**src/rtl/keypad_scan_decoder_if.sv**
```systemverilog
// Keypad-side and command-side signals of the keypad scan decoder.
// The decoder takes the master modport; the keypad/consumer side takes the slave modport.
interface keypad_scan_decoder_if;
  logic [3:0] kp_row;
  logic [3:0] kp_col;
  logic [3:0] key_code;
  logic       key_held;
  logic       key_valid;
  logic [3:0] player_cmd;

  modport master (
    input  kp_row,
    output kp_col, key_code, key_held, key_valid, player_cmd
  );

  modport slave (
    output kp_row,
    input  kp_col, key_code, key_held, key_valid, player_cmd
  );
endinterface

```
**src/rtl/keypad_scan_decoder.sv**
```systemverilog
// 4x4 matrix keypad scanner: walks one-cold columns, decodes whole frames, debounces them,
// and emits one command pulse per accepted press, with optional auto-repeat while held.
module keypad_scan_decoder #(
  parameter int SETTLE_CYCLES   = 100000,
  parameter int DEBOUNCE_FRAMES = 3,
  parameter int REPEAT_FRAMES   = 0
) (
  input  logic                   clk,
  input  logic                   rst_n,
  keypad_scan_decoder_if.master  kp
);
  localparam int SW = $clog2(SETTLE_CYCLES);
  localparam int DW = $clog2(DEBOUNCE_FRAMES + 1);
  localparam int RW = $clog2(REPEAT_FRAMES + 2);
  localparam logic [SW-1:0] SETTLE_LAST = SW'(SETTLE_CYCLES - 1);
  localparam logic [DW-1:0] DEB_FULL    = DW'(DEBOUNCE_FRAMES);
  localparam logic [RW-1:0] REP_FULL    = RW'(REPEAT_FRAMES);

  logic [3:0]    row_meta_q, row_meta_d, row_sync_q, row_sync_d;
  logic [SW-1:0] settle_cnt_q, settle_cnt_d;
  logic [1:0]    col_idx_q, col_idx_d;
  logic [1:0]    acc_cnt_q, acc_cnt_d;
  logic [3:0]    acc_code_q, acc_code_d;
  logic          prev_key_q, prev_key_d;
  logic [3:0]    prev_code_q, prev_code_d;
  logic [DW-1:0] stable_cnt_q, stable_cnt_d;
  logic [RW-1:0] rep_cnt_q, rep_cnt_d;
  logic          key_held_q, key_held_d;
  logic [3:0]    key_code_q, key_code_d;
  logic          key_valid_q, key_valid_d;
  logic [3:0]    player_cmd_q, player_cmd_d;

  logic [2:0]    col_lows;
  logic [1:0]    col_row;
  logic [2:0]    tot_raw;
  logic [1:0]    frame_cnt;
  logic [3:0]    frame_code;
  logic          res_key, same_res, differs;
  logic [DW-1:0] stable_inc;
  logic [RW-1:0] rep_inc;

  function automatic logic [3:0] key_map(input logic [1:0] col, input logic [1:0] row);
    logic [3:0] code;
    case ({col, row})
      4'h0: code = 4'h1;  4'h1: code = 4'h4;  4'h2: code = 4'h7;  4'h3: code = 4'h0;
      4'h4: code = 4'h2;  4'h5: code = 4'h5;  4'h6: code = 4'h8;  4'h7: code = 4'hF;
      4'h8: code = 4'h3;  4'h9: code = 4'h6;  4'hA: code = 4'h9;  4'hB: code = 4'hE;
      4'hC: code = 4'hA;  4'hD: code = 4'hB;  4'hE: code = 4'hC;  default: code = 4'hD;
    endcase
    return code;
  endfunction

  // Low-row count saturates at 2: anything beyond a single key is rejected as ghosting.
  always_comb begin
    col_lows = 3'd0;
    col_row  = 2'd0;
    for (int r = 3; r >= 0; r--) begin
      if (!row_sync_q[r]) begin
        col_lows = col_lows + 3'd1;
        col_row  = 2'(r);
      end
    end
    tot_raw    = {1'b0, acc_cnt_q} + col_lows;
    frame_cnt  = (tot_raw >= 3'd2) ? 2'd2 : tot_raw[1:0];
    frame_code = (acc_cnt_q == 2'd0) ? key_map(col_idx_q, col_row) : acc_code_q;
    res_key    = (frame_cnt == 2'd1);
  end

  always_comb begin
    row_meta_d   = kp.kp_row;
    row_sync_d   = row_meta_q;
    settle_cnt_d = settle_cnt_q + SW'(1);
    col_idx_d    = col_idx_q;
    acc_cnt_d    = acc_cnt_q;
    acc_code_d   = acc_code_q;
    prev_key_d   = prev_key_q;
    prev_code_d  = prev_code_q;
    stable_cnt_d = stable_cnt_q;
    rep_cnt_d    = rep_cnt_q;
    key_held_d   = key_held_q;
    key_code_d   = key_code_q;
    key_valid_d  = 1'b0;
    player_cmd_d = 4'h0;
    same_res     = (res_key == prev_key_q) && (!res_key || frame_code == prev_code_q);
    stable_inc   = (stable_cnt_q == DEB_FULL) ? DEB_FULL : stable_cnt_q + DW'(1);
    differs      = res_key ? (!key_held_q || frame_code != key_code_q) : key_held_q;
    rep_inc      = rep_cnt_q + RW'(1);

    if (settle_cnt_q == SETTLE_LAST) begin
      settle_cnt_d = '0;
      col_idx_d    = col_idx_q + 2'd1;
      acc_cnt_d    = frame_cnt;
      acc_code_d   = frame_code;
      if (col_idx_q == 2'd3) begin
        acc_cnt_d    = 2'd0;
        prev_key_d   = res_key;
        prev_code_d  = frame_code;
        stable_cnt_d = same_res ? stable_inc : DW'(1);
        if (stable_cnt_d == DEB_FULL && differs) begin
          key_held_d = res_key;
          rep_cnt_d  = '0;
          if (res_key) begin
            key_code_d   = frame_code;
            key_valid_d  = 1'b1;
            player_cmd_d = frame_code;
          end
        end else if (REPEAT_FRAMES > 0 && key_held_q) begin
          if (rep_inc == REP_FULL) begin
            rep_cnt_d    = '0;
            key_valid_d  = 1'b1;
            player_cmd_d = key_code_q;
          end else begin
            rep_cnt_d = rep_inc;
          end
        end
      end
    end
  end

  always_ff @(posedge clk) begin
    if (!rst_n) begin
      row_meta_q   <= 4'hF;
      row_sync_q   <= 4'hF;
      settle_cnt_q <= '0;
      col_idx_q    <= 2'd0;
      acc_cnt_q    <= 2'd0;
      acc_code_q   <= 4'h0;
      prev_key_q   <= 1'b0;
      prev_code_q  <= 4'h0;
      stable_cnt_q <= '0;
      rep_cnt_q    <= '0;
      key_held_q   <= 1'b0;
      key_code_q   <= 4'h0;
      key_valid_q  <= 1'b0;
      player_cmd_q <= 4'h0;
    end else begin
      row_meta_q   <= row_meta_d;
      row_sync_q   <= row_sync_d;
      settle_cnt_q <= settle_cnt_d;
      col_idx_q    <= col_idx_d;
      acc_cnt_q    <= acc_cnt_d;
      acc_code_q   <= acc_code_d;
      prev_key_q   <= prev_key_d;
      prev_code_q  <= prev_code_d;
      stable_cnt_q <= stable_cnt_d;
      rep_cnt_q    <= rep_cnt_d;
      key_held_q   <= key_held_d;
      key_code_q   <= key_code_d;
      key_valid_q  <= key_valid_d;
      player_cmd_q <= player_cmd_d;
    end
  end

  assign kp.kp_col     = ~(4'b0001 << col_idx_q);
  assign kp.key_code   = key_code_q;
  assign kp.key_held   = key_held_q;
  assign kp.key_valid  = key_valid_q;
  assign kp.player_cmd = player_cmd_q;
endmodule

```
**src/flat_wrapper.sv**
```systemverilog
// flat-port wrapper written by rule: the top's interface ports become plain ports
module keypad_scan_decoder_flat 
#(
  parameter int SETTLE_CYCLES   = 100000,
  parameter int DEBOUNCE_FRAMES = 3,
  parameter int REPEAT_FRAMES   = 0
)
  (clk, rst_n, kp_kp_row, kp_kp_col, kp_key_code, kp_key_held, kp_key_valid, kp_player_cmd);
  keypad_scan_decoder_if kp_i ();
  input  logic clk;
  input  logic rst_n;
  input wire logic [$bits(kp_i.kp_row)-1:0] kp_kp_row;
  output wire logic [$bits(kp_i.kp_col)-1:0] kp_kp_col;
  output wire logic [$bits(kp_i.key_code)-1:0] kp_key_code;
  output wire logic [$bits(kp_i.key_held)-1:0] kp_key_held;
  output wire logic [$bits(kp_i.key_valid)-1:0] kp_key_valid;
  output wire logic [$bits(kp_i.player_cmd)-1:0] kp_player_cmd;
  assign kp_i.kp_row = kp_kp_row;
  assign kp_kp_col = kp_i.kp_col;
  assign kp_key_code = kp_i.key_code;
  assign kp_key_held = kp_i.key_held;
  assign kp_key_valid = kp_i.key_valid;
  assign kp_player_cmd = kp_i.player_cmd;
  keypad_scan_decoder #(.SETTLE_CYCLES(SETTLE_CYCLES), .DEBOUNCE_FRAMES(DEBOUNCE_FRAMES), .REPEAT_FRAMES(REPEAT_FRAMES)) u_core (.clk(clk), .rst_n(rst_n), .kp(kp_i));
endmodule
```
**config.mk**
```make
export PLATFORM = sky130hd
export DESIGN_NAME = keypad_scan_decoder_flat
export DESIGN_NICKNAME = d
export VERILOG_FILES = /design/src/rtl/keypad_scan_decoder_if.sv /design/src/rtl/keypad_scan_decoder.sv /design/src/flat_wrapper.sv
export SDC_FILE = /design/constraint.sdc
export NUM_CORES = 1
export LEC_CHECK = 0
export BUFFER_PORTS_ARGS = -buffer_cell sky130_fd_sc_hd__clkbuf_2
export CORE_ASPECT_RATIO = 0.8
export CORE_MARGIN = 1.5
export CORE_UTILIZATION = 60
export DETAILED_ROUTE_END_ITERATION = 12
export GPL_ROUTABILITY_DRIVEN = 0
export GPL_TIMING_DRIVEN = 1
export PLACE_DENSITY_LB_ADDON = 0.08
export SLEW_MARGIN = 10
export SYNTH_ARGS = -nofsm -noshare
export SYNTH_HDL_FRONTEND = slang
export SYNTH_SLANG_ARGS = --single-unit
export TNS_END_PERCENT = 100
```
**constraint.sdc**
```tcl
create_clock -name clk -period 4.8 [get_ports clk]
set_input_delay 0.72 -clock clk [delete_from_list [all_inputs] [get_ports clk]]
set_output_delay 0.72 -clock clk [all_outputs]
set_load 0.05 [all_outputs]
```
# Word level (Yosys, flattened, before mapping)
# Memories as Yosys holds them, arrays and structs flattened.
# Cells that the tools add are included.
word_totals:
  inputBits: 6
  mem_count: 1
  reg_bits: 50
  wordCells: 61
  output_inout_bits: 14
  romBits: 64
classes:
  eq_ne: 8
  n_addsub: 7
  n_lt_le_gt_ge: 1
  n_shift: 1
  n_bitwise: 2
  muxes: 15
  reduce_logical: 13
mem_list:
  columns: ["name", "depth", "width", "rd", "rd_clocked_by_memory_dff", "write_ports", "line", "rtl"]
  rows:
  - ["(no name shown)", 16, 4, 1, 0, 0, "keypad_scan_decoder.sv:44", "case ({col, row})"]
ops:
  columns: ["cell", "count"]
  rows:
  - ["$add 17x1->17 const B", 1]
  - ["$eq 17x17->1 const B", 1]
  - ["$mux 2", 8]
  - ["$mux 3", 3]
  - ["$reduce_and 4->1", 2]
  - ["$add 3x1->3 const B", 2]
  - ["$eq 2x2->1 const B", 3]
  - ["$reduce_and 5->1", 1]
  - ["$add 2x1->2 const B", 2]
  - ["$eq 4x4->1", 1]
  - ["$mux 4", 1]
  - ["$ne 4x4->1", 1]
  - ["$not 4->4", 1]
  - ["$shl 1x2->4 const A", 1]
  - ["$add 2x3->3", 1]
  - ["$ge 3x2->1 const B", 1]
  - ["$mux 1", 3]
  - ["$reduce_and 3->1", 1]
  - ["$add 1x1->2 const B", 1]
  - ["$eq 2x1->1 const B", 1]
  - ["$logic_and 1x1->1", 2]
  - ["$logic_not 1->1", 2]
  - ["$logic_not 2->1", 1]
  - ["$logic_or 1x1->1", 2]
  - ["other kinds (4)", 4]

# Logic depth before layout (Yosys ltp)
# Gate-level depths: netlist of run 1.
depth:
  ltp_word: 18
  ltp_mapped: 13

# Least setup slack after synthesis of run 1
# OpenSTA, ideal clock, no wires.
synth_path:
  path_type: "register to register"
  startpoint: "reg u_core.row_sync_q[2]"
  endpoint: "reg u_core.player_cmd_q[2] (netlist: u_core.kp.player_cmd[2])"
  setup_slack_ps: 1287
  path_stages_with_launch: 12
  setup_time_ps: 62
  arrival_time_ps: 3451
  path_buffers: 0
  required_time_ps: 4738
  cell_sequence: "dfxtp_1 inv_1 ha_1 xnor2_1 ha_1 mux2_2 fa_1 xnor3_2 nor3b_4 a31oi_2 or4b_4 nor2b_2"
synth_via:
  elab_chain_len: 16
  elab_cells_between_ends: 26
  cone_classes: "3 x add/sub; 1 x order compare; 5 x eq/ne; 10 x mux; 6 x reduce/logical; 1 x memory"
synth_rtl:
  columns: ["item", "line", "rtl"]
  rows:
  - ["start: declaration", "keypad_scan_decoder.sv:19", "logic [3:0] row_meta_q, row_meta_d, row_sync_q, row_sync_d;"]
  - ["start signal: assignment", "keypad_scan_decoder.sv:138", "row_sync_q <= row_sync_d;"]
  - ["$mux 3", "keypad_scan_decoder.sv:58", "if (!row_sync_q[r]) begin"]
  - ["$add 3x1->3", "keypad_scan_decoder.sv:59", "col_lows = col_lows + 3'd1;"]
  - ["$mux 3", "keypad_scan_decoder.sv:58", null]
  - ["$add 3x1->3", "keypad_scan_decoder.sv:59", null]
  - ["$mux 3", "keypad_scan_decoder.sv:58", null]
  - ["$add 2x3->3", "keypad_scan_decoder.sv:63", "tot_raw = {1'b0, acc_cnt_q} + col_lows;"]
  - ["$ge 3x2->1", "keypad_scan_decoder.sv:64", "frame_cnt = (tot_raw >= 3'd2) ? 2'd2 : tot_raw[1:0];"]
  - ["$mux 2", "keypad_scan_decoder.sv:64", null]
  - ["$eq 2x1->1", "keypad_scan_decoder.sv:66", "res_key = (frame_cnt == 2'd1);"]
  - ["$logic_not 1->1", "keypad_scan_decoder.sv:84", "same_res = (res_key == prev_key_q) && (!res_key || frame_code == prev_code_q);"]
  - ["$logic_or 1x1->1", "keypad_scan_decoder.sv:84", null]
  - ["$logic_and 1x1->1", "keypad_scan_decoder.sv:84", null]
  - ["$mux 2", "keypad_scan_decoder.sv:98", "stable_cnt_d = same_res ? stable_inc : DW'(1);"]
  - ["$eq 2x2->1", "keypad_scan_decoder.sv:99", "if (stable_cnt_d == DEB_FULL && differs) begin"]
  - ["$logic_and 1x1->1", "keypad_scan_decoder.sv:99", null]
  - ["$reduce_and 5->1 (no line)", null, null]
  - ["end signal: assignment", "keypad_scan_decoder.sv:150", "player_cmd_q <= player_cmd_d;"]
  - ["end: declaration", "keypad_scan_decoder.sv:31", "logic [3:0] player_cmd_q, player_cmd_d;"]
# Several ways; a longest one is shown, not always the timed one.
# A chain may end at the register's enable or synchronous reset.

# Worst setup path in the final report of run 1
# Same ends and word-level chain as after synthesis.

==> results of run 1 <==
[cells in the final DEF, fill, tap and decap left out, types with 8 or more instances in the layout]
master / n
nand2_1: 28
clkbuf_2: 19
nor2_1: 39
nand2b_1: 11
xor2_1: 10
mux2i_1: 11
a21oi_1: 8
dfxtp_1: 50
inv_1: 14
xnor2_1: 16
ha_1: 13
[report_power, final]
part / total (W) / internal, W / switching (W)
combinational: 0.0000622 / 0.0000270 / 0.0000352
sequential: 0.000425 / 0.000420 / 0.00000507
clock: 0.000271 / 0.000132 / 0.000139
total: 0.000758 / 0.000579 / 0.000179
[cell families (layout without fill, tap and decap cells)]
logic type	count (synthesis)	after routing
fa+ha+maj	14	14
flops	50	50
compound gates	43	43
xor+xnor	28	28
mux	14	14
simple gates	131	131
buf+inv	28	45
[through the flow]
stage                     setup slack, ns  hold WS (ns)  power [W]  utilization  std cells
after floorplan                      1.29         0.386   0.000484            -        308
after global placement               1.15         0.390   0.000495        0.641        377
after detailed placement             1.01         0.391   0.000495        0.641        377
after CTS                           0.953         0.413   0.000760        0.664        385
after global routing                0.728         0.426   0.000780        0.664        385
final                               0.925         0.412   0.000758        0.664        385
[routing by layer]
| metal | wire length (µm) | track usage | vias to the layer above |
|---|---|---|---|
| li1 | - | - | 1098 |
| met1 | 2980 | 0.372 | 1026 |
| met2 | 2270 | 0.349 | 58 |
| met3 | 344 | 0.0486 | 4 |
| met4 | 27 | 0.0417 | 0 |
| met5 | 0 | 0 | - |
[path summary, 6_finish.rpt]
kind,end,slack (ns),depth (start not counted),start
setup reg to reg,u_core.kp.player_cmd[2],0.93,11,u_core.row_sync_q[2]
hold / removal,u_core.row_sync_q[2],0.41,1,u_core.row_meta_q[2]
setup / recovery,u_core.kp.player_cmd[2],0.93,11,u_core.row_sync_q[2]
hold reg to reg,u_core.row_sync_q[2],0.41,1,u_core.row_meta_q[2]
[synth_stat cells (2+ instances only)]
master | instances | share of area
buf_6 | 3 | 0.012
o2111ai_1 | 3 | 0.0093
nor4bb_1 | 2 | 0.0071
a211oi_1 | 4 | 0.011
nand4_1 | 4 | 0.0089
o21ai_0 | 7 | 0.012
a31o_2 | 2 | 0.0062
o22ai_1 | 2 | 0.0044
or3_1 | 2 | 0.0044
dfxtp_1 | 50 | 0.35
nand2_1 | 28 | 0.037
nor4b_1 | 3 | 0.0093
mux2_2 | 2 | 0.0080
ha_1 | 13 | 0.058
or2b_2 | 2 | 0.0062
nor3b_1 | 2 | 0.0053
nand3_1 | 6 | 0.011
inv_1 | 14 | 0.019
a21oi_1 | 8 | 0.014
clkbuf_1 | 6 | 0.0080
or2_2 | 2 | 0.0044
nor3_1 | 3 | 0.0053
and3_1 | 5 | 0.011
and2_1 | 2 | 0.0044
mux2i_1 | 11 | 0.039
xor2_1 | 10 | 0.031
a31oi_1 | 2 | 0.0044
nor2_1 | 39 | 0.052
nand3b_1 | 2 | 0.0053
nor4_1 | 2 | 0.0044
xnor2_1 | 16 | 0.050
and4_1 | 2 | 0.0062
nand2b_1 | 11 | 0.024
[worst reg2reg max path: cells and delay by family, from the launching register on]
kind            cells  cell delay, ns
simple gates        3            1.19
fa+ha+maj           3            0.99
xor+xnor            2            0.68
flops               1            0.41
mux                 1            0.27
compound gates      1            0.21
buf+inv             1            0.06
[state kept, by name (all words and copies together), names as in the netlist, 4 cells and up]
| signal | count |
|---|---|
| u_core.kp.player_cmd | 4 |
| u_core.kp.key_code | 4 |
| u_core.row_meta_q | 4 |
| u_core.acc_code_q | 4 |
| u_core.settle_cnt_q | 17 |
| u_core.row_sync_q | 4 |
| u_core.prev_code_q | 4 |
[cell type report]
cell class,count,area (µm²)
clock buffers,7,96.3
clock inverters,1,8.76
fillers,377,1520
inverters,16,60.1
multi-input cells,230,1670
flip-flops and latches,50,1000
well taps,60,75.1
repair buffers,21,110
==> impl_metrics.toml, run 1 <==
[status]
status = "finished clean"

[floorplan]
dieArea_um2 = 5120
num_rows = 22
start_util = 0.621
pin_count = 20
die_w_um = 79.7
dieHeight_um = 64.3
core_area_um2 = 4540

[clocking]
clkLatencyLatePin_ns = 0.30
tritoncts = "built"
cts_hold_buf = 0
cts_max_path_buffers = 2
cts.repair.resized = 0
path_clk_slew_ns = 0.09
cts_num_sinks = 50
post_cts_buffers = 0
cts-buffers-inserted = 5
root_buffer = "clkbuf_8"
cts_max_level = 2

[setup_path]
arrival_ns = 4.12
crit_buf_inv = 1
critPathMaxStageDelay_ns = 0.62
cp-start-kind = "flop"
endpoint_kind = "flop"
crit_top_cell = "ha_1"
slowest_stage = "or4b_4"
critPathTopFamily = "simple AND/OR/NAND/NOR gates"
cp.required_ns = 5.04
setup.worst_path.class = "reg2reg"
crit_chain = "inv_1 -> ha_1 -> xnor2_1 -> ha_1 -> mux2_2 -> fa_1 -> xnor3_2 -> nor3b_4 -> a31oi_2 -> or4b_4 -> nor2b_2"
cp_max_fo = 10

[yosys]
async_reset_ff_frac = 0
ys_seq_area_frac = 0.355
synth.net_count = 328
synth_flop_cell = "dfxtp_1"
synth-seq-cells = 50
synth_edf_count = 0
synthAdderAreaFrac = 0.0648
synth_area_um2 = 2820
synth_top_family_by_area = "simple AND/OR/NAND/NOR gates"
synth_xor_area_frac = 0.0985
synthCells = 308
yosys_warnings = 0
synth_compound_area_frac = 0.114
synth_mux_area_frac = 0.0550
synth-simple-area-share = 0.258
syn_area_per_cell_um2 = 9.16
synth_cell_types = 71

[detailed_routing]
viasPerCell = 5.68
vias = 2186
drc_errors = 0
detail_route.iter0.violations = 185
firstDrtPassIters = 5
wirelength_um = 5620
drtAntennaViolNets = 0
wire_per_inst_um = 14.6

[sta]
rsz0062_at_grt = "false"
fin_skew_ns = 0.00832
period_needed_ns = 3.87
max_freq_mhz = 258
fin_tns_setup_ns = 0
hold_violations = 0
maxSlewHeadroom = 0.563
setup_violations = 0
drv_slew = 0
post-route-period-util = 0.807
tightestPinTransition_ns = 0.655

[place]
hpwlAfterDp_um = 4150
dpl_cell_area_um2 = 2910
port_buffers = 19

[pwr]
vdd_drop_max_mv = 0.188
power.density_nw_per_um2 = 251
leakage_nw = 1.25

[finish]
synthToLayoutAreaGrowth_pct = 7.01
drive_above_1_share = 0.172
finalNetCount = 344
num_antenna_cells = 0
finalInstanceArea_um2 = 3020

[grt]
grt_pass1_wl_um = 9640
grt-ovfl-total = 0
grt_max_degree = 23
grt_pass1_vias = 2051
grt_use_total = 0.242
antenna_found_initial = 0

[run]
drv_cap = 0

[worst_hold_path]
min_path_type = "reg2reg"
No activity file was read; power rests on OpenSTA's default activity.
==> inputs of run 2 (changes only) <==
--- a/config.mk
+++ b/config.mk
@@ -5,10 +5,11 @@
 export SDC_FILE = /design/constraint.sdc
 export NUM_CORES = 1
 export LEC_CHECK = 0
+export ABC_AREA = 1
 export BUFFER_PORTS_ARGS = -buffer_cell sky130_fd_sc_hd__clkbuf_2
 export CORE_ASPECT_RATIO = 0.8
 export CORE_MARGIN = 1.5
-export CORE_UTILIZATION = 60
+export CORE_UTILIZATION = 54
 export DETAILED_ROUTE_END_ITERATION = 12
 export GPL_ROUTABILITY_DRIVEN = 0
 export GPL_TIMING_DRIVEN = 1
==> constraint.sdc (replaced) <==
create_clock -name clk -period 3.3 [get_ports clk]
set_input_delay 0.495 -clock clk [delete_from_list [all_inputs] [get_ports clk]]
set_output_delay 0.495 -clock clk [all_outputs]
set_load 0.05 [all_outputs]
==> run 2 against run 1 <==
  * Utilization decreased by 3.6 points
  * Clock skew down 0.0019 ns
  * Sequential power grew 46%
  * Non-clock buffer count up 3
  * Cell area down 4.2%
  * Count of clock-buffer cells in the layout is 1 lower
  * First-iteration DRC count fell by 35%
  * Critical path type unchanged
  * Critical endpoint is now u_core.kp.key_code[0]
  * Highest routed layer unchanged
==> impl_metrics.toml, run 2 <==
[status]
status = "finished clean"

[yosys]
synthCells = 340
synth_top_area_cell = "dfxtp_1"
synth_top_area_share = 0.387
synth_cell_types = 39
synth-seq-cells = 50
synth_area_um2 = 2590
synth.top_cells.by_count = "nand2_1, inv_1, dfxtp_1"
ys_top_cells_by_area = "dfxtp_1, nand2_1, inv_1, ha_1, nand3_1"
syn_area_per_cell_um2 = 7.61
synth.net_count = 360
yosys_warnings = 0
synth_edf_count = 0
ys_seq_area_frac = 0.387
synth_flop_cell = "dfxtp_1"
yosysMostFrequentCell = "nand2_1"
async_reset_ff_frac = 0

[setup_path]
cp.depth = 18
crit_chain = "inv_1 -> ha_4 -> xnor2_2 -> ha_1 -> nand2_1 -> nand2_1 -> fa_1 -> inv_1 -> nand3_1 -> nand3_1 -> nand2_1 -> nand2_4 -> nor2_8 -> or2_1 -> nand2_2 -> nand4_1 -> nand3_1 -> nand2_1"
critPathTopFamily = "simple AND/OR/NAND/NOR gates"
crit_top_cell = "nand2_1"
startpoint = "u_core.row_sync_q[2]"
cp_max_fo = 5
cp.required_ns = 3.50
critPathMaxStageDelay_ns = 0.42
r2r-start = "u_core.row_sync_q[2]"
crit_buf_inv = 2
arrival_ns = 3.22
reg2reg_depth = 18
slowest_stage = "fa_1"
endpoint_kind = "flop"
setup.worst_path.class = "reg2reg"
cp-start-kind = "flop"

[sta]
post-route-period-util = 0.914
period_needed_ns = 3.02
drv_slew = 0
fin_skew_ns = 0.00647
tightestPinTransition_ns = 0.661
setup_violations = 0
max_freq_mhz = 331
maxSlewHeadroom = 0.559
fin_tns_setup_ns = 0
timing.hold.ws_ns = 0.370
hold_violations = 0
rsz0062_at_grt = "false"

[finish]
synthToLayoutAreaGrowth_pct = 11.7
largest_reg_flops = 17
final_cell_mix = "nand2_1, inv_1, dfxtp_1"
finalInstanceArea_um2 = 2890
final_common_cell = "nand2_1"
num_antenna_cells = 0
regMostFlops = "u_core.settle_cnt_q"
finalNetCount = 386
drive_above_1_share = 0.218

[detailed_routing]
wirelength_um = 5080
firstDrtPassIters = 4
wire_per_inst_um = 11.9
viasPerCell = 5.01
drc_errors = 0
vias = 2138
detail_route.iter0.violations = 121
drtAntennaViolNets = 0

[clocking]
root_buffer = "clkbuf_8"
clkLatencyLatePin_ns = 0.31
tritoncts = "built"
path_clk_slew_ns = 0.08
cts_num_sinks = 50
cts_max_path_buffers = 2
cts-buffers-inserted = 5
cts_hold_buf = 0
cts_max_level = 2

[floorplan]
core_area_um2 = 4600
pin_count = 20
dieArea_um2 = 5220
dieHeight_um = 64.9
die_w_um = 80.4
num_rows = 22
start_util = 0.563

[pwr]
vdd_drop_max_mv = 0.240
power.density_nw_per_um2 = 388
leakage_nw = 1.41
total_power_w = 0.00112

[run]
drv_cap = 0

[worst_hold_path]
whs_path_depth = 2
min_path_type = "in2reg"
hp-start = "kp_kp_row[3]"

[place]
port_buffers = 19
hpwlAfterDp_um = 3600
dpl_cell_area_um2 = 2730

[grt]
grt-ovfl-total = 0
grt_max_degree = 25
grt_use_total = 0.208
grt_pass1_wl_um = 8430
grt_pass1_vias = 1919
antenna_found_initial = 0
-- run 2: kinds of logic after synthesis --
group / Yosys count / share of synthesized area
simple gates: 171 / 0.355
buf+inv: 64 / 0.0967
flops: 50 / 0.387
compound gates: 37 / 0.0774
fa+ha+maj: 14 / 0.0706
xor+xnor: 4 / 0.0135
-- run 2: power by group --
part,internal [W],switching [W]
clock,0.000150,0.000200
combinational,0.0000544,0.0000968
sequential,0.000612,0.00000862
total,0.000816,0.000306
-- run 2: cell type report --
class / count / area [µm²]
clock buffer: 6 / 72.6
clock inverter: 2 / 13.8
fill: 416 / 1710
inverter: 58 / 218
multi-input combinational: 227 / 1380
sequential: 50 / 1000
tap: 60 / 75.1
timing repair buffer: 24 / 133
-- run 2: path summary, 6_finish.rpt --
check | endpoint | slack (ns)
worst max register to register | u_core.kp.key_code[0] | 0.28
worst min register to register | u_core.row_sync_q[3] | 0.42
worst max-delay path | u_core.kp.key_code[0] | 0.28
worst min-delay path | u_core.row_meta_q[3] | 0.37
-- run 2: repair_timing --
item,4_1_cts,5_1_grt
setup buffers,0,5
setup endpoints to repair,0,10
gates resized for setup,0,6
-- run 2: metal layers --
layer,global-route usage,vias to the layer above,part of all wire
met5,0,-,0
met4,0.0733,0,0.019
met3,0.0493,10,0.033
met2,0.337,27,0.45
met1,0.269,964,0.50
li1,-,1137,-
-- run 2: worst reg2reg max path: stages (launching register included) --
cell	delay, ns
dfxtp_2	0.36
inv_1	0.07
ha_4	0.25
xnor2_2	0.14
ha_1	0.30
nand2_1	0.07
nand2_1	0.07
fa_1	0.42
inv_1	0.06
nand3_1	0.07
nand3_1	0.09
nand2_1	0.10
nand2_4	0.12
nor2_8	0.06
or2_1	0.23
nand2_2	0.09
nand4_1	0.20
nand3_1	0.15
nand2_1	0.06
-- run 2: through the flow --
stage / util / std cells / worst slack, ns
6_report: 0.629 / 427 / 0.283
2_1_floorplan: - / 340 / 0.372
3_3_place_gp: 0.593 / 413 / 0.223
3_5_place_dp: 0.593 / 413 / 0.151
4_1_cts: 0.612 / 421 / 0.124
5_1_grt: 0.629 / 427 / 0.0372
==> inputs of run 3 (changes only) <==
--- a/config.mk
+++ b/config.mk
@@ -9,7 +9,7 @@
 export BUFFER_PORTS_ARGS = -buffer_cell sky130_fd_sc_hd__clkbuf_2
 export CORE_ASPECT_RATIO = 0.8
 export CORE_MARGIN = 1.5
-export CORE_UTILIZATION = 54
+export CORE_UTILIZATION = 59
 export DETAILED_ROUTE_END_ITERATION = 12
 export GPL_ROUTABILITY_DRIVEN = 0
 export GPL_TIMING_DRIVEN = 1
==> constraint.sdc (replaced) <==
create_clock -name clk -period 3 [get_ports clk]
set_input_delay 0.45 -clock clk [delete_from_list [all_inputs] [get_ports clk]]
set_output_delay 0.45 -clock clk [all_outputs]
set_load 0.05 [all_outputs]
==> run 3 against run 2 <==
  * Clock skew grew 0.0041 ns
  * Count of clock-buffer cells in the layout decreased by 1
  * Routed wire length decreased by 3.7%
  * Clock power up 13%
  * First-iteration DRC count increased by 3.3%
  * Sequential cell count did not move
  * Cell count shrank 0.94%
  * Power up 10%
  * Setup slack worse by 0.076 ns
  * Non-clock buffer count stayed put
  * Largest cell class unchanged
  * Largest power group unchanged
==> impl_metrics.toml, run 3 (synthesized netlist as in run 2, its figures left out) <==
[detailed_routing]
drc_errors = 0
viasPerCell = 5.02
wire_per_inst_um = 11.6
wirelength_um = 4900
drtAntennaViolNets = 0
vias = 2124
firstDrtPassIters = 4
detail_route.iter0.violations = 125

[clocking]
cts-buffers-inserted = 5
cts_max_path_buffers = 2
path_clk_slew_ns = 0.09
root_buffer = "clkbuf_8"
cts_max_level = 2
tritoncts = "built"
cts_num_sinks = 50
clkLatencyLatePin_ns = 0.31

[sta]
rsz0062_at_grt = "true"
period_needed_ns = 2.79
drv_slew = 0
fin_skew_ns = 0.0105
setup_ws_ns = 0.208
maxSlewHeadroom = 0.593
timing.hold.ws_ns = 0.324
tightestPinTransition_ns = 0.609
max_freq_mhz = 358
setup_violations = 0
post-route-period-util = 0.931
hold_violations = 0

[grt]
grt_max_degree = 25
grt_pass1_wl_um = 8600
grt-ovfl-total = 0
grt_pass1_vias = 1934
antenna_found_initial = 0
grt_use_total = 0.224

[pwr]
power.density_nw_per_um2 = 426
vdd_drop_max_mv = 0.379
pwr-share-comb = 0.128
p_clk_frac = 0.321
leakage_nw = 1.40
swShare = 0.277
seqPwrFrac = 0.552
netSwitchingPower_w = 0.000343
intPower_w = 0.000894

[finish]
regMostFlops = "u_core.settle_cnt_q"
drive_above_1_share = 0.238
finalNetCount = 385
num_antenna_cells = 0
final_common_cell = "nand2_1"
synthToLayoutAreaGrowth_pct = 12.2
instances_no_fill = 423
largest_reg_flops = 17
final_cell_mix = "nand2_1, inv_1, dfxtp_1"

[setup_path]
reg2reg_depth = 18
arrival_ns = 3.00
r2r-start = "u_core.row_sync_q[2]"
r2r_end = "u_core.kp.key_code[1]"
cp.required_ns = 3.21
endpoint_kind = "flop"
reg2reg_slack_ns = 0.21
slowest_stage = "fa_2"
setup.worst_path.class = "reg2reg"
crit_top_cell = "nand2_1"
critPathMaxStageDelay_ns = 0.35
cp-start-kind = "flop"
crit_chain = "buf_4 -> ha_1 -> o21ai_1 -> ha_1 -> nand2_1 -> nand2_1 -> fa_2 -> inv_2 -> nand3_2 -> nand3_1 -> nand2_2 -> nand2_4 -> nor2_8 -> or2_1 -> nand2_2 -> nand4_1 -> nand3_1 -> nand2_1"
cp_max_fo = 5

[floorplan]
pin_count = 20
dieHeight_um = 62.2
start_util = 0.615
core_area_um2 = 4200
die_w_um = 77.0
dieArea_um2 = 4790
num_rows = 21

[place]
hpwlAfterDp_um = 3650
port_buffers = 19
dp.cells = 412
pre_cts_slack_ns = -0.0797

[worst_hold_path]
whs_path_depth = 2
worstHoldEndpoint = "u_core.row_meta_q[1]"
hp-start = "kp_kp_row[1]"
min_path_type = "in2reg"

[run]
drv_cap = 0

[status]
status = "finished clean"
[run 3: worst max-delay path: cells and delay by family, from the launching register on]
kind,cells,cell delay [ns]
buf+inv,2,0.20
flops,1,0.33
fa+ha+maj,3,0.80
simple gates,12,1.18
compound gates,1,0.18
[run 3: worst max-delay path by stage]
stage | startpoint | endpoint | slack, ns | depth (start not counted)
2_1_floorplan | u_core.row_sync_q[2] | u_core.kp.key_held | 0.07 | 21
3_3_place_gp | u_core.row_sync_q[3] | u_core.kp.key_code[3] | 0.03 | 19
3_5_place_dp | u_core.row_sync_q[3] | u_core.kp.key_code[3] | -0.08 | 18
4_1_cts | u_core.row_sync_q[2] | u_core.kp.key_code[3] | 0.03 | 18
5_1_grt | u_core.row_sync_q[3] | u_core.kp.key_code[1] | -0.02 | 19
6_report | u_core.row_sync_q[2] | u_core.kp.key_code[1] | 0.21 | 18
[run 3: layout make-up]
cell class / instances / area [µm²]
Clock buffer: 5 / 68.8
Sequential cell: 50 / 1000
Fill cell: 365 / 1300
Inverter: 58 / 218
Timing Repair Buffer: 24 / 133
Tap cell: 57 / 71.3
Multi-Input combinational cell: 226 / 1390
Clock inverter: 3 / 21.3
[run 3: power groups by stage]
stage | Sequential (W) | Clock, W | Combinational, W
after floorplan | 0.000693 | 0 | 0.000115
after global placement | 0.000697 | 0 | 0.000143
after detailed placement | 0.000697 | 0 | 0.000144
after CTS | 0.000682 | 0.000404 | 0.000149
after global routing | 0.000684 | 0.000427 | 0.000174
final | 0.000682 | 0.000397 | 0.000158
[run 3: repair_timing]
| item | CTS | global route |
|---|---|---|
| pin swaps | 3 | 10 |
| hold buffers | 0 | 0 |
| gates cloned | 0 | 0 |
| gates resized for setup | 5 | 10 |
| hold endpoints to repair | 0 | 0 |
| setup endpoints to repair | 10 | 10 |
| buffers inserted | 0 | 3 |
[run 3: per-layer routing]
layer	up-vias	routed length [µm]	global-route usage
li1	1138	-	-
met1	952	2680	0.324
met2	26	2020	0.333
met3	8	125	0.0441
met4	0	69	0.0750
met5	-	0	0
[run 3: per-stage QoR]
step | util | instance area (µm²) | setup TNS [ns] | power, W
final | 0.690 | 2900 | 0 | 0.00124
after global routing | 0.690 | 2900 | -0.0207 | 0.00129
after CTS | 0.678 | 2850 | 0 | 0.00123
after detailed placement | 0.651 | 2740 | -0.487 | 0.000841
after global placement | 0.651 | 2740 | 0 | 0.000839
after floorplan | - | 2590 | 0 | 0.000809
